===== config.mk =====
export PLATFORM = sky130hd
export DESIGN_NAME = pipeline_hazard_sequencer_flat
export DESIGN_NICKNAME = d
export VERILOG_FILES = /design/src/rtl/pipeline_hazard_sequencer_if.sv /design/src/rtl/pipeline_hazard_sequencer.sv /design/src/flat_wrapper.sv
export SDC_FILE = /design/constraint.sdc
export NUM_CORES = 1
export LEC_CHECK = 0
export ABC_CLOCK_PERIOD_IN_PS = 2450
export CAP_MARGIN = 15
export CORE_MARGIN = 2
export CORE_UTILIZATION = 40
export CTS_CLUSTER_SIZE = 10
export DETAILED_ROUTE_END_ITERATION = 8
export GPL_TIMING_DRIVEN = 0
export PLACE_DENSITY = 0.64
export SETUP_SLACK_MARGIN = 0.15
export SYNTH_ARGS = -nofsm -noshare
export SYNTH_HDL_FRONTEND = slang
export SYNTH_SLANG_ARGS = --single-unit

===== constraint.sdc =====
create_clock -name clk -period 2.45 [get_ports clk]
set_input_delay 0.3675 -clock clk [delete_from_list [all_inputs] [get_ports clk]]
set_output_delay 0.3675 -clock clk [all_outputs]
set_load 0.02 [all_outputs]

===== src/rtl/pipeline_hazard_sequencer_if.sv =====
// Pipeline hazard sequencer bus: pipeline register fields and hazard requests
// into the sequencer, and pipeline enables, debug state and perf counters out.
//   master : pipeline side, drives the hazard sources and perfClr
//   slave  : sequencer side, drives the enables, mdBusy, counters and state
interface pipeline_hazard_sequencer_if #(
  parameter int unsigned CNT_W = 16
);
  logic             ID_EX_memRead;
  logic [4:0]       ID_EX_rt;
  logic [4:0]       IF_ID_rs;
  logic [4:0]       IF_ID_rt;
  logic             branchTaken;
  logic             mdStart;
  logic             perfClr;

  logic             pcWrite;
  logic             IF_ID_write;
  logic             IF_ID_flush;
  logic             ID_EX_bubble;
  logic             mdBusy;
  logic [CNT_W-1:0] stallCount;
  logic [CNT_W-1:0] flushCount;
  logic [1:0]       state;

  modport master (
    output ID_EX_memRead, ID_EX_rt, IF_ID_rs, IF_ID_rt, branchTaken, mdStart, perfClr,
    input  pcWrite, IF_ID_write, IF_ID_flush, ID_EX_bubble, mdBusy, stallCount, flushCount, state
  );

  modport slave (
    input  ID_EX_memRead, ID_EX_rt, IF_ID_rs, IF_ID_rt, branchTaken, mdStart, perfClr,
    output pcWrite, IF_ID_write, IF_ID_flush, ID_EX_bubble, mdBusy, stallCount, flushCount, state
  );
endinterface


===== src/rtl/pipeline_hazard_sequencer.sv =====
// Single owner of the 5-stage pipeline enables: sequences load-use bubbles,
// taken-branch flushes and multi-cycle mult/div holds, and keeps saturating
// stall/flush performance counters.
//   clk, rst_n : clock (rising edge), asynchronous active-low reset
//   bus        : slave side of pipeline_hazard_sequencer_if
//                in  : ID_EX_memRead, ID_EX_rt, IF_ID_rs, IF_ID_rt,
//                      branchTaken, mdStart, perfClr
//                out : pcWrite, IF_ID_write, IF_ID_flush, ID_EX_bubble
//                      (combinational, same cycle), mdBusy, stallCount,
//                      flushCount, state (registered)
// The interface CNT_W must match this module's CNT_W.
module pipeline_hazard_sequencer #(
  parameter int unsigned MD_LAT = 4,
  parameter int unsigned CNT_W  = 16
) (
  input logic                       clk,
  input logic                       rst_n,
  pipeline_hazard_sequencer_if.slave bus
);

  localparam int unsigned MD_CNT_W = 4;
  localparam logic [MD_CNT_W-1:0] MD_LOAD = MD_CNT_W'(MD_LAT - 1);
  localparam logic [CNT_W-1:0]    CNT_MAX = '1;

  typedef enum logic [1:0] {
    RUN      = 2'd0,
    MD_WAIT  = 2'd1,
    MD_ISSUE = 2'd2
  } state_t;

  state_t              curState;
  state_t              nextState;
  logic [MD_CNT_W-1:0] cnt;
  logic [MD_CNT_W-1:0] cntNext;
  logic                mdBusyReg;
  logic [CNT_W-1:0]    stallCnt;
  logic [CNT_W-1:0]    flushCnt;

  logic                loadUse;
  logic                pcWr;
  logic                ifIdWr;
  logic                ifIdFlush;
  logic                idExBubble;

  // Load in EX writing a register the instruction in ID reads; $zero never hazards.
  assign loadUse = bus.ID_EX_memRead && (bus.ID_EX_rt != 5'd0) &&
                   ((bus.ID_EX_rt == bus.IF_ID_rs) || (bus.ID_EX_rt == bus.IF_ID_rt));

  // Next state and same-cycle pipeline enables; all enables held low in reset.
  always_comb begin
    nextState  = RUN;
    cntNext    = cnt;
    pcWr       = 1'b0;
    ifIdWr     = 1'b0;
    ifIdFlush  = 1'b0;
    idExBubble = 1'b0;
    if (rst_n) begin
      case (curState)
        RUN: begin
          if (bus.branchTaken) begin
            // Flush wins over a coincident load-use: the stalled instruction is squashed anyway.
            pcWr       = 1'b1;
            ifIdWr     = 1'b1;
            ifIdFlush  = 1'b1;
            idExBubble = 1'b1;
          end else if (loadUse) begin
            idExBubble = 1'b1;
          end else if (bus.mdStart) begin
            idExBubble = 1'b1;
            cntNext    = MD_LOAD;
            nextState  = (MD_LOAD != '0) ? MD_WAIT : MD_ISSUE;
          end else begin
            pcWr   = 1'b1;
            ifIdWr = 1'b1;
          end
        end
        MD_WAIT: begin
          // EX only holds bubbles here, so branch/load-use cannot occur.
          idExBubble = 1'b1;
          cntNext    = cnt - MD_CNT_W'(1);
          nextState  = (cnt <= MD_CNT_W'(1)) ? MD_ISSUE : MD_WAIT;
        end
        MD_ISSUE: begin
          // mdStart is still the same instruction leaving ID; do not re-trigger.
          pcWr      = 1'b1;
          ifIdWr    = 1'b1;
          nextState = RUN;
        end
        default: nextState = RUN;
      endcase
    end
  end

  // State, mult/div countdown and saturating performance counters.
  always_ff @(posedge clk or negedge rst_n) begin
    if (!rst_n) begin
      curState  <= RUN;
      cnt       <= '0;
      mdBusyReg <= 1'b0;
      stallCnt  <= '0;
      flushCnt  <= '0;
    end else begin
      curState  <= nextState;
      cnt       <= cntNext;
      mdBusyReg <= (nextState == MD_WAIT);
      if (bus.perfClr) begin
        stallCnt <= '0;
        flushCnt <= '0;
      end else begin
        if (!pcWr && (stallCnt != CNT_MAX)) stallCnt <= stallCnt + CNT_W'(1);
        if (ifIdFlush && (flushCnt != CNT_MAX)) flushCnt <= flushCnt + CNT_W'(1);
      end
    end
  end

  assign bus.pcWrite      = pcWr;
  assign bus.IF_ID_write  = ifIdWr;
  assign bus.IF_ID_flush  = ifIdFlush;
  assign bus.ID_EX_bubble = idExBubble;
  assign bus.mdBusy       = mdBusyReg;
  assign bus.stallCount   = stallCnt;
  assign bus.flushCount   = flushCnt;
  assign bus.state        = curState;

endmodule

===== src/flat_wrapper.sv =====
// flat-port wrapper written by rule: the top's interface ports become plain ports
module pipeline_hazard_sequencer_flat 
#(
  parameter int unsigned MD_LAT = 4,
  parameter int unsigned CNT_W  = 16
)
  (clk, rst_n, bus_ID_EX_memRead, bus_ID_EX_rt, bus_IF_ID_rs, bus_IF_ID_rt, bus_branchTaken, bus_mdStart, bus_perfClr, bus_pcWrite, bus_IF_ID_write, bus_IF_ID_flush, bus_ID_EX_bubble, bus_mdBusy, bus_stallCount, bus_flushCount, bus_state);
  pipeline_hazard_sequencer_if #(.CNT_W(CNT_W)) bus_i ();
  input logic clk;
  input logic rst_n;
  input wire logic [$bits(bus_i.ID_EX_memRead)-1:0] bus_ID_EX_memRead;
  input wire logic [$bits(bus_i.ID_EX_rt)-1:0] bus_ID_EX_rt;
  input wire logic [$bits(bus_i.IF_ID_rs)-1:0] bus_IF_ID_rs;
  input wire logic [$bits(bus_i.IF_ID_rt)-1:0] bus_IF_ID_rt;
  input wire logic [$bits(bus_i.branchTaken)-1:0] bus_branchTaken;
  input wire logic [$bits(bus_i.mdStart)-1:0] bus_mdStart;
  input wire logic [$bits(bus_i.perfClr)-1:0] bus_perfClr;
  output wire logic [$bits(bus_i.pcWrite)-1:0] bus_pcWrite;
  output wire logic [$bits(bus_i.IF_ID_write)-1:0] bus_IF_ID_write;
  output wire logic [$bits(bus_i.IF_ID_flush)-1:0] bus_IF_ID_flush;
  output wire logic [$bits(bus_i.ID_EX_bubble)-1:0] bus_ID_EX_bubble;
  output wire logic [$bits(bus_i.mdBusy)-1:0] bus_mdBusy;
  output wire logic [$bits(bus_i.stallCount)-1:0] bus_stallCount;
  output wire logic [$bits(bus_i.flushCount)-1:0] bus_flushCount;
  output wire logic [$bits(bus_i.state)-1:0] bus_state;
  assign bus_i.ID_EX_memRead = bus_ID_EX_memRead;
  assign bus_i.ID_EX_rt = bus_ID_EX_rt;
  assign bus_i.IF_ID_rs = bus_IF_ID_rs;
  assign bus_i.IF_ID_rt = bus_IF_ID_rt;
  assign bus_i.branchTaken = bus_branchTaken;
  assign bus_i.mdStart = bus_mdStart;
  assign bus_i.perfClr = bus_perfClr;
  assign bus_pcWrite = bus_i.pcWrite;
  assign bus_IF_ID_write = bus_i.IF_ID_write;
  assign bus_IF_ID_flush = bus_i.IF_ID_flush;
  assign bus_ID_EX_bubble = bus_i.ID_EX_bubble;
  assign bus_mdBusy = bus_i.mdBusy;
  assign bus_stallCount = bus_i.stallCount;
  assign bus_flushCount = bus_i.flushCount;
  assign bus_state = bus_i.state;
  pipeline_hazard_sequencer #(.MD_LAT(MD_LAT), .CNT_W(CNT_W)) u_core (.clk(clk), .rst_n(rst_n), .bus(bus_i));
endmodule

[Word level (Yosys, flattened, before mapping)]
Cells that the tools add are included.
Cells by class
  $add $sub $neg: 3
  $mul: 0
  divide/modulo/power cells: 0
  magnitude comparators: 1
  eq/ne operators: 10
  shift operators: 0
  mux-type cells: 27
  bitwise logic cells: 0
  reductions and logical operators: 12
Operator list (number)
  two-way mux 16 bit: 4
  adder 16 x 1 -> 16 bit (second input constant): 2
  inequality test 16 bit (second input constant): 2
  two-way mux 1 bit: 12
  two-way mux 4 bit: 3
  equality test 5 bit: 2
  two-way mux 2 bit: 4
  case mux 4 bit (2 select lines): 1
  inequality test 2 bit (second input constant): 3
  nonzero test 2 bit: 3
  AND reduction 5 bit: 1
  nonzero test 5 bit: 1
  equality test 2 x 1 -> 1 bit (second input constant): 2
  <= comparator 4 x 1 -> 1 bit (second input constant): 1
  logical AND 1 bit: 4
  case mux 1 bit (2 select lines): 2
  case mux 2 bit (2 select lines): 1
  subtractor 4 x 1 -> 4 bit (second input constant): 1
  equality test 2 bit (second input constant): 1
  zero test 2 bit: 1
  zero test 1 bit: 1
  logical OR 1 bit: 1
Word-level totals
  flip-flop bits (word level): 39
  bits in latches: 0
  RAM bits: 0
  memory bits (read-only): 0
  bits of input ports: 21
  output and inout bits: 39
  logic and storage cells: 58
  memories: 0

[Longest topological paths before layout]
  word-level depth: 11
  mapped depth: 10

[Least setup slack after synthesis]
Ideal clock, no wire load.
  path type: input-to-output
  start point: input port bus_ID_EX_rt[0]
  end point: output port bus_pcWrite
  arrival: 1886 ps
  data required time: 2082 ps
  setup slack: 197 ps
  stages: 6
  cells stage by stage: or4_1 -> o21ai_2 -> and2b_2 -> o21ai_0 -> and3_1 -> buf_4
Between the ends
  longest elaborated chain between the ends: 7
  elaborated cells between the ends (all ways): 10
Ends and longest elaborated chain
  start: declaration: line flat_wrapper.sv:12  | input wire logic [$bits(bus_i.ID_EX_rt)-1:0] bus_ID_EX_rt;
  equality test 5 bit / nonzero test 5 bit (equally long branches): line pipeline_hazard_sequencer.sv:47, pipeline_hazard_sequencer.sv:46
  logical OR 1 bit / logical AND 1 bit (equally long branches): line pipeline_hazard_sequencer.sv:47, pipeline_hazard_sequencer.sv:46
  logical AND 1 bit (*): line pipeline_hazard_sequencer.sv:46  | assign loadUse = bus.ID_EX_memRead && (bus.ID_EX_rt != 5'd0) &&
  two-way mux 1 bit (*) (2 in a row)
  case mux 1 bit (2 select lines) (*)
  two-way mux 1 bit (*)
  end: declaration: line flat_wrapper.sv:18  | output wire logic [$bits(bus_i.pcWrite)-1:0] bus_pcWrite;
Mark *: on every way between the ends. The rest lies on a longest branch, timed or not.

[Worst setup path after layout]
  start point: input port bus_ID_EX_rt[2]
  end point: output port bus_pcWrite
Between the ends
  longest elaborated chain between the ends: 7
  elaborated cells between the ends (all ways): 10
Ends and longest elaborated chain
  equality test 5 bit / nonzero test 5 bit (equally long branches): line pipeline_hazard_sequencer.sv:47, pipeline_hazard_sequencer.sv:46
  logical OR 1 bit / logical AND 1 bit (equally long branches): line pipeline_hazard_sequencer.sv:47, pipeline_hazard_sequencer.sv:46
  logical AND 1 bit (*): line pipeline_hazard_sequencer.sv:46
  two-way mux 1 bit (*): line pipeline_hazard_sequencer.sv:66  | end else if (loadUse) begin
  two-way mux 1 bit (*): line pipeline_hazard_sequencer.sv:60  | if (bus.branchTaken) begin
  case mux 1 bit (2 select lines) (*): line pipeline_hazard_sequencer.sv:58  | case (curState)
  two-way mux 1 bit (*): line pipeline_hazard_sequencer.sv:57  | if (rst_n) begin
Marked as above.

==> flow_summary_export.csv <==
group,metric,value,unit
sta,finalCritPeriodShare,0.939,
drt,routedWlPerCell,14.7,um
setup_path,crit_fanout,3,
global_routing,grt_antenna_before_repair,0,
setup_path,crit_buf_inv,3,
clock_tree,clock-sinks,39,
global_routing,grt_usage,0.187,
sta,fin_crit,2.30,ns
clock_tree,insertion_delay,0.29,ns
setup_path,cpMostUsedCell,"buf_6",
yosys,synth-edff-count,0,
sta,hold_viol_final,0,
layout,postLayoutCoreUtil,0.594,
yosys,synth.yosys.seq_area_share,0.433,
global_routing,grt_max_degree,35,
sta,finalSetupTns,0,ns
yosys,syn_inst,244,
yosys,synth_flop_cell,"dfrtp_1",
placement,gp_congestion,0.823,
floorplan,num_rows,27,
setup_path,cp-start-kind,"input pin",
layout,fin_nets,349,
yosys,yosys.area.top_type,"dfrtp_1",
yosys,ys_ff_latch,39,
floorplan,design.core.area,5470,um2
placement,dp_slack,-0.842,ns
clock_tree,cts_max_level,2,
setup_path,r2r_start,"u_core.bus.stallCount[1]",
floorplan,start_util,0.412,
pwr,leakagePower,1.36,nW
status,status,"completed",
drt,post_drt_via_cell_ratio,5.27,
drt,drt_first_pass_iters,4,
setup_path,critPathKind,"input pin to primary output",
setup_path,crit_family,"simple AND/OR/NAND/NOR gates",
drt,wl,5.83,mm
setup_path,critical-path-max-stage-delay,0.54,ns
floorplan,dieHeight,79.1,um
setup_path,end_kind,"primary output",
sta,rsz0062_at_grt,"true",
yosys,synth_top_area_frac,0.433,
drt,via_count,2092,
pwr,power_density,481,nW/um2
drt,top_layer,"met4",
floorplan,die_x,79.1,um
drt,wl_met1,2.67,mm
yosys,postSynth.asyncResetShare,1.00,
yosys,avgSynthCellArea,9.24,um2
setup_path,crit_path_cell_trace,"buf_6 -> or4_4 -> o21ai_4 -> and2b_2 -> o21ai_2 -> and3_4 -> buf_6 -> buf_6",
drt,drtAntennaViolNets,0,
min_path,hp-class,"input pin to async pin",
placement,port_buffers,58,
pwr,ir_drop,0.302,mV
drt,dr.first_iter.drc_count,97,
placement,place.detailed.hpwl,3.98,mm
sta,fin_ws,0.149,ns
global_routing,grt-ovfl-total,0,
clock_tree,cts_tree,"done",
layout,n_antenna_cell,0,
drt,drc,0,
run,max_cap_viol_count,0,
clock_tree,cts.clk_slew.worst_paths,0.07,ns
setup_path,worstPathRequired,2.08,ns
sta,report.final.slew_viol_count,0,
setup_path,startpoint,"bus_ID_EX_rt[2]",
sta,finalSetupViolations,0,
sta,worstMarginPinSlew,0.607,ns
setup_path,cp_slowest_cell,"or4_4",
setup_path,critPathArrivalTime,1.93,ns
layout,area_delta_synth_final,44.1,%
layout,drive_gt1_frac,0.203,
yosys,post-synth-top-count-cell,"dfrtp_1",
sta,relSlewSlack,0.592,
yosys,synthTopCellsByArea,"dfrtp_1 (43%), xnor2_1 (5.0%), nor2_1 (4.0%)",
drt,wl_met3,209,um
yosys,synth_common_cells,"dfrtp_1 (39), nor2_1 (24), nand2_1 (18)",
sta,skew,0.0109,ns
yosys,synth_cell_types,44,
global_routing,grt_pass1_wl,9.24,mm
sta,fmax,435,MHz
yosys,synthesis.nets,269,
clock_tree,cts_buffers,5,
clock_tree,root_buffer,"clkbuf_8",
yosys,netlist_area,2250,um2
yosys,yosys_warnings,0,
clock_tree,clockBufferDepth,2,
floorplan,ioPinCount,60,
global_routing,grt_pass1_vias,1971,
drt,route.met2.wl,2.84,mm
floorplan,die_area,6250,um2
-- state kept, by name (all words and copies together) (netlist names) --
signal	flops
u_core.bus.flushCount	16
u_core.bus.stallCount	16
u_core.cnt	4
u_core.bus.state	2
u_core.bus.mdBusy	1
-- placed cells by master (no fill, tap or decap), types with 11 or more instances in the layout --
cell and count:
a21oi_1 15, buf_4 11, clkdlybuf4s50_1 38, dfrtp_1 38, nand2_1 18, nand3_1 11, nand4_1 14, nor2_1 24
o21ai_0 13, xnor2_1 12
-- cell type report --
| type | count | area [um2] |
|---|---|---|
| plain buffers | 11 | 73.8 |
| clock buffers | 6 | 82.6 |
| clock inverters | 2 | 35.0 |
| fillers | 490 | 2220 |
| inverters | 8 | 30.0 |
| multi-input cells | 187 | 1280 |
| flip-flops and latches | 39 | 977 |
| well taps | 72 | 90.1 |
| repair buffers | 72 | 683 |
-- stage by stage --
stage | power [mW] | cell area [um2] | hold slack, ns | instances
after global routing | 1.64 | 3250 | 0.0588 | 397
final | 1.56 | 3250 | 0.0583 | 397
after floorplan | 0.843 | 2250 | 0.0719 | 244
after detailed placement | 0.971 | 2940 | 0.267 | 375
after global placement | 0.965 | 2930 | 0.525 | 374
after CTS | 1.54 | 3100 | 0.0501 | 388
-- repair_timing --
action,CTS,global route
endpoints found under the hold margin,10,0
pin swaps,11,17
endpoints found under the setup margin,25,16
buffers inserted,4,7
resized for setup,44,23
hold buffers,1,0
cloned,0,2
-- per-layer routing --
layer,global-route usage,vias up
met5,0,-
met4,0.0586,0
met3,0.0398,11
met2,0.295,47
met1,0.257,1003
li1,-,1031
-- power by group --
part	internal (mW)	switching (mW)	leakage (nW)	total [mW]
logic	0.156	0.159	0.764	0.315
clock network	0.330	0.223	0.0612	0.553
registers	0.666	0.0279	0.530	0.694
-- cells by family after synthesis --
group / Yosys count / synth area share
AO/OA/AOI/OAI: 44 / 0.115
XOR/XNOR: 23 / 0.0893
multiplexers: 5 / 0.0239
AND/OR/NAND/NOR: 110 / 0.272
adder cells (fa/ha/maj): 4 / 0.0222
flip-flops: 39 / 0.433
buffers and inverters: 19 / 0.0444
-- final timing paths --
path	to	slack (ns)	depth (start not counted)
max	bus_pcWrite	0.15	8
min	u_core.bus.stallCount[15]	0.06	2
max reg2reg	u_core.bus.stallCount[15]	0.23	9
min reg2reg	u_core.cnt[1]	0.54	1
max in group asynchronous	u_core.bus.stallCount[10]	1.50	2
min in group clk	u_core.cnt[1]	0.54	1
No activity file was read; power rests on OpenSTA's default activity.
==> RTL change 1, RTL diff (same settings) <==
Make the reset (`rst_n`) synchronous in one clocked block. Comments in the files are not updated.
--- a/src/rtl/pipeline_hazard_sequencer.sv
+++ b/src/rtl/pipeline_hazard_sequencer.sv
@@ -92,7 +92,7 @@
   end
 
   // State, mult/div countdown and saturating performance counters.
-  always_ff @(posedge clk or negedge rst_n) begin
+  always_ff @(posedge clk) begin
     if (!rst_n) begin
       curState  <= RUN;
       cnt       <= '0;
Function: differs if rst_n is asserted again (counterexample within 4 cycles, from zero or initial values and one cycle with rst_n low); with rst_n held inactive, the same outputs for 10 cycles.
==> RTL change 1 against the unedited design <==
  * Total power is 12% lower
  * Critical path type unchanged
  * Die area is 9.2% lower
  * Setup slack better by 0.044 ns
  * Sequential power is 4.3% lower
  * Combinational power is 36% lower
  * Clock skew is 0.0049 ns lower
  * Routed wire length is 17% lower
  * Sequential cell count stayed put
  * Synthesized area is 9.7% lower
  * Design area is 12% lower
==> RTL change 1: results (changes against the unedited design) <==
| Metric | Value |
|---|---|
| Layout cells sized above 1 | `10.6% (-9.7 points)` |
| Area after DPL | `2710 um2 (-7.8%)` |
| Fraction of registers with async set/reset | `0% (-100 points)` |
| Number of port buffers | `59 (+1.7%)` |
| RR Endpoint | `u_core.bus.stallCount[1]` |
| FF-to-FF Start | `u_core.bus.stallCount[1]` |
| Vias in the first global route | `1,774 (-10%)` |
| Pin count of the biggest net entering global routing | `12 (-66%)` |
| Initial antenna violation count | `0 (unchanged)` |
| Min-Delay Path Class | `register to register` |
| Number of DRC markers in iteration 0 | `98 (+1.0%)` |
| Critical Path Source | `bus_IF_ID_rs[1]` |
| Tightest Pin Transition | `0.579 ns (-0.0272 ns)` |
| Sequential fraction of the synthesis area | `38.3% (-5.0 points)` |
| Internal Pwr Total | `0.00104 W (-9.5%)` |
| Routability Congestion | `0.798 (-3.0%)` |
| Placed Cells | `368 (-1.9%)` |
| Detail Placement HPWL | `3.58 mm (-10%)` |
| Peak supply drop | `308 uV (+2.0%)` |
| Status | `complete, no violations` |
| Syn_nets | `267 (-0.74%)` |
| All-Layer GR Usage | `18.3% (-0.31 points)` |
| Post-DR wirelength/cell | `12.9 um (-12%)` |
| Global-route wire length before repair | `8.00 mm (-13%)` |
| Nets | `335 (-4.0%)` |
| DP Worst Slack | `-0.549 ns (+0.293 ns)` |
| Cts hold-fix bufs | `0 (-1)` |
| Synth top area cells | `dfxtp_1 38%, xor2_1 9.0%, nor2_1 6.6%, nand2_1 3.9%, a21oi_1 3.7%` |
| Crit share post-route | `92.1% (-1.8 points)` |
| Post-DR vias/cell | `5.14 (-2.4%)` |
| Distinct cells, synth | `42 (-4.5%)` |
| Lkg Pwr | `1.02 nW (-25%)` |
| Synth cell count leaders | `39 x dfxtp_1, 36 x nor2_1, 21 x nand2_1, 21 x xor2_1, 15 x a21oi_1` |
| Fillcell total | `472 (-3.7%)` |
RTL change 1: cell types whose count changed in the layout (fill, tap and decap cells not counted), moves of 8 or more:
cell | unedited run | this run
nor2_1 | 24 | 35
dfrtp_1 | 38 | 0
clkdlybuf4s50_1 | 38 | 50
xor2_1 | 10 | 21
xnor2_1 | 12 | 4
dfxtp_1 | 0 | 38
RTL change 1: worst max-delay path by stage:
stage	to	depth (start not counted)
floorplan	bus_pcWrite	5
global placement	bus_pcWrite	7
detailed placement	bus_pcWrite	7
CTS	bus_pcWrite	7
global route	u_core.bus.stallCount[13]	10
finish	bus_ID_EX_bubble	8
RTL change 1: through the flow:
stage | hold slack, ns | power [W] | setup TNS, ns
floorplan | 0.513 | 0.000794 | 0
global placement | 0.485 | 0.000879 | -4.46
detailed placement | 0.494 | 0.000880 | -4.72
CTS | 0.505 | 0.00139 | 0
global route | 0.556 | 0.00145 | 0
finish | 0.502 | 0.00138 | 0
RTL change 1: cell type report:
cell class / count / area, um2 / share of cell area [%]
repair buffers: 61 / 589 / 20.6
clock inverters: 1 / 30.0 / 1.05
well taps: 67 / 83.8 / 2.93
plain buffers: 7 / 46.3 / 1.62
flip-flops and latches: 39 / 782 / 27.3
clock buffers: 6 / 72.6 / 2.53
inverters: 5 / 18.8 / 0.655
multi-input cells: 191 / 1240 / 43.3
RTL change 1: kinds of logic after synthesis:
family	after synthesis	share of synthesized area, %
fa+ha+maj	4	2.46
xor+xnor	25	10.7
buf+inv	12	3.19
simple gates	119	30.7
compound gates	41	13.6
mux	2	0.983
flops	39	38.3
RTL change 1: routing by layer:
metal | up-vias | part of all wire [%] | global-route usage [%]
met2 | 53 | 49 | 30.0
met4 | 0 | 0.99 | 5.26
li1 | 994 | - | -
met3 | 5 | 4.5 | 4.63
met5 | - | 0 | 0
met1 | 886 | 46 | 24.1
RTL change 1: worst max-delay path, stage by stage:
cell and delay, ns:
clkdlybuf4s50_1 0.41, xor2_1 0.15, nor3_2 0.22, a22oi_2 0.11, nor2_2 0.17, nor2_1 0.08, a211oi_2 0.19, buf_2 0.19
RTL change 1: power groups by stage:
stage               logic (W)  clock network (W)  registers (W)
finish               0.000203           0.000515       0.000664
floorplan            0.000112                  0       0.000681
global route         0.000223           0.000560       0.000666
CTS                  0.000200           0.000527       0.000663
global placement     0.000202                  0       0.000678
detailed placement   0.000202                  0       0.000678
RTL change 1: repair_timing:
| item | CTS | global route |
|---|---|---|
| gates resized for setup | 23 | 7 |
| setup buffers | 2 | 0 |
| endpoints found under the setup margin | 16 | 15 |
| pin swaps | 4 | 3 |
==> RTL change 2, RTL diff (same flow settings) <==
Without the edit above. `CNT_W` is set to 16 in 3 places; all go to 32.
--- a/src/rtl/pipeline_hazard_sequencer_if.sv
+++ b/src/rtl/pipeline_hazard_sequencer_if.sv
@@ -3,7 +3,7 @@
 //   master : pipeline side, drives the hazard sources and perfClr
 //   slave  : sequencer side, drives the enables, mdBusy, counters and state
 interface pipeline_hazard_sequencer_if #(
-  parameter int unsigned CNT_W = 16
+  parameter int unsigned CNT_W = 32
 );
   logic             ID_EX_memRead;
   logic [4:0]       ID_EX_rt;
--- a/src/rtl/pipeline_hazard_sequencer.sv
+++ b/src/rtl/pipeline_hazard_sequencer.sv
@@ -11,7 +11,7 @@
 // The interface CNT_W must match this module's CNT_W.
 module pipeline_hazard_sequencer #(
   parameter int unsigned MD_LAT = 4,
-  parameter int unsigned CNT_W  = 16
+  parameter int unsigned CNT_W  = 32
 ) (
   input logic                       clk,
   input logic                       rst_n,
--- a/src/flat_wrapper.sv
+++ b/src/flat_wrapper.sv
@@ -2,7 +2,7 @@
 module pipeline_hazard_sequencer_flat 
 #(
   parameter int unsigned MD_LAT = 4,
-  parameter int unsigned CNT_W  = 16
+  parameter int unsigned CNT_W  = 32
 )
   (clk, rst_n, bus_ID_EX_memRead, bus_ID_EX_rt, bus_IF_ID_rs, bus_IF_ID_rt, bus_branchTaken, bus_mdStart, bus_perfClr, bus_pcWrite, bus_IF_ID_write, bus_IF_ID_flush, bus_ID_EX_bubble, bus_mdBusy, bus_stallCount, bus_flushCount, bus_state);
   pipeline_hazard_sequencer_if #(.CNT_W(CNT_W)) bus_i ();
Interface: changed (resized bus_flushCount and bus_stallCount); port bits go from 60 to 92. The function was not compared with the original's and may differ.
==> RTL change 2 against the unedited design <==
  * Setup slack improved by 0.013 ns
  * Synthesized area rose by 88%
  * Sequential power rose by 77%
  * Non-clock buffer count rose by 46
  * Design area rose by 81%
  * Total power rose by 68%
  * Cell count rose by 83%
  * Sequential cell count rose by 32
  * Routed wire length rose by 110%
  * Critical path type unchanged
  * Critical endpoint is now bus_ID_EX_bubble
  * Largest cell class unchanged
==> RTL change 2: results (changes against the unedited design) <==
| Metric | Value |
|---|---|
| Nets | `611 (+75%)` |
| Via count | `4,066 (+94%)` |
| Met3 routed WL | `499 um (+140%)` |
| Global-route wire length before repair | `19.3 mm (+110%)` |
| Routability Congestion | `0.843 (+2.5%)` |
| Distinct cells, synth | `56 (+27%)` |
| Peak supply drop | `211 uV (-30%)` |
| Register-to-Register Setup Slack | `0.20 ns (-0.03 ns)` |
| Placed Cells | `696 (+86%)` |
| Syn_nets | `494 (+84%)` |
| Post-DR vias/cell | `5.59 (+6.1%)` |
| Lkg Pwr | `2.27 nW (+67%)` |
| Layout cells sized above 1 | `16.6% (-3.7 points)` |
| H-tree lvl count | `3 (+1)` |
| Vias in the first global route | `3,842 (+95%)` |
| Max incr delay on CP | `0.49 ns (-0.05 ns)` |
| Synth cell count leaders | `71 x dfrtp_1, 46 x nor2_1, 39 x nand2_1` |
| Status | `complete, no violations` |
| Num CTS Buffers | `9 (+4)` |
| Hold Slack | `0.0686 ns (+0.0103 ns)` |
| Worst skew pair latency | `0.34 ns (+0.05 ns)` |
| Number of port buffers | `90 (+55%)` |
| Number of DRC markers in iteration 0 | `192 (+98%)` |
| Setup Skew | `0.00723 ns (-0.00367 ns)` |
| Syn Area/Cell | `9.02 um2 (-2.4%)` |
| Drt total wl | `12.0 mm (+110%)` |
| Pin count of the biggest net entering global routing | `35 (unchanged)` |
| Fillcell total | `937 (+91%)` |
| RR Endpoint | `u_core.bus.flushCount[25]` |
| FF-to-FF Start | `u_core.bus.flushCount[4]` |
| Kind of cell adding the most delay to the critical path | `compound AO/OA/AOI/OAI gates` |
| All-Layer GR Usage | `20.9% (+2.3 points)` |
| Diode count | `0 (unchanged)` |
| Met1 WL | `5.54 mm (+110%)` |
| DP Worst Slack | `-0.789 ns (+0.0527 ns)` |
| Sequential fraction of the synthesis area | `42.0% (-1.3 points)` |
| FF-to-FF path depth | `6 (-3)` |
| Routed wl met2 | `5.82 mm (+110%)` |
| Area after DPL | `5320 um2 (+81%)` |
| Tightest Pin Transition | `0.797 ns (+0.190 ns)` |
| Synth top area cells | `dfrtp_1 42%, xnor2_1 6.8%, a21oi_1 4.5%, nor2_1 4.1%, or3_1 3.5%` |
| Detail Placement HPWL | `8.06 mm (+100%)` |
## RTL change 2: changes by cell type in the layout (fill, tap and decap cells not counted), moves of 15 or more
cell and change:
clkdlybuf4s50_1 +38, dfrtp_1 +27, a21oi_1 +23, nor2_1 +22, nand2_1 +21, xnor2_1 +21
or3_1 +19, nand3_1 +15
## RTL change 2: cell families after synthesis
kind of cell / share of synthesized area, %
AO/OA/AOI/OAI: 14.7
multiplexers: 2.01
flip-flops: 42.0
adder cells (fa/ha/maj): 1.18
buffers and inverters: 3.43
XOR/XNOR: 7.25
AND/OR/NAND/NOR: 29.4
## RTL change 2: metal layers
metal,GRT usage [%],up-vias
met1,29.5,1999
met5,0,-
met4,5.75,0
met3,2.61,9
li1,-,1943
met2,34.0,115
## RTL change 2: worst max-delay path by stage
stage / from / to / slack (ns) / depth (start not counted)
global placement: rst_n / bus_IF_ID_flush / -3.62 / 5
CTS: u_core.bus.state[1] / bus_IF_ID_flush / 0.08 / 4
global route: bus_ID_EX_rt[2] / bus_ID_EX_bubble / 0.09 / 6
floorplan: bus_ID_EX_rt[0] / bus_pcWrite / 0.21 / 5
detailed placement: bus_ID_EX_rt[0] / bus_pcWrite / -0.79 / 7
finish: bus_ID_EX_rt[2] / bus_ID_EX_bubble / 0.16 / 6
## RTL change 2: stage by stage
stage	TNS, ns	util, %
finish	0	57.2
global placement	-341.25	51.6
detailed placement	-18.37	51.8
global route	0	57.2
floorplan	0	-
CTS	0	55.3
## RTL change 2: power breakdown
part / internal, W / switching, W
combinational: 0.000174 / 0.000219
sequential: 0.00120 / 0.0000311
clock: 0.000529 / 0.000477
total: 0.00190 / 0.000727
## RTL change 2: what timing repair did
| action | CTS | global route |
|---|---|---|
| resized for setup | 42 | 43 |
| hold buffers | 3 | 0 |
| pin swaps | 6 | 5 |
| cloned | 1 | 1 |
| hold endpoints to repair | 34 | 0 |
| endpoints found under the setup margin | 55 | 54 |
| setup buffers | 4 | 6 |
## RTL change 2: layout make-up
| type | count | area, um2 | share of cell area (%) |
|---|---|---|---|
| multi-input cells | 367 | 2470 | 42.0 |
| flip-flops and latches | 71 | 1780 | 30.4 |
| repair buffers | 106 | 1080 | 18.5 |
| well taps | 136 | 170 | 2.89 |
| clock buffers | 12 | 155 | 2.64 |
| plain buffers | 23 | 130 | 2.21 |
| clock inverters | 4 | 53.8 | 0.915 |
| inverters | 8 | 30.0 | 0.511 |
## RTL change 2: worst reg2reg max path: stages, from the launching register on
cell	delay (ns)
dfrtp_1	0.44
and4_4	0.29
nand4_2	0.20
or2_2	0.34
buf_2	0.19
a2111oi_1	0.50
o21ai_0	0.17
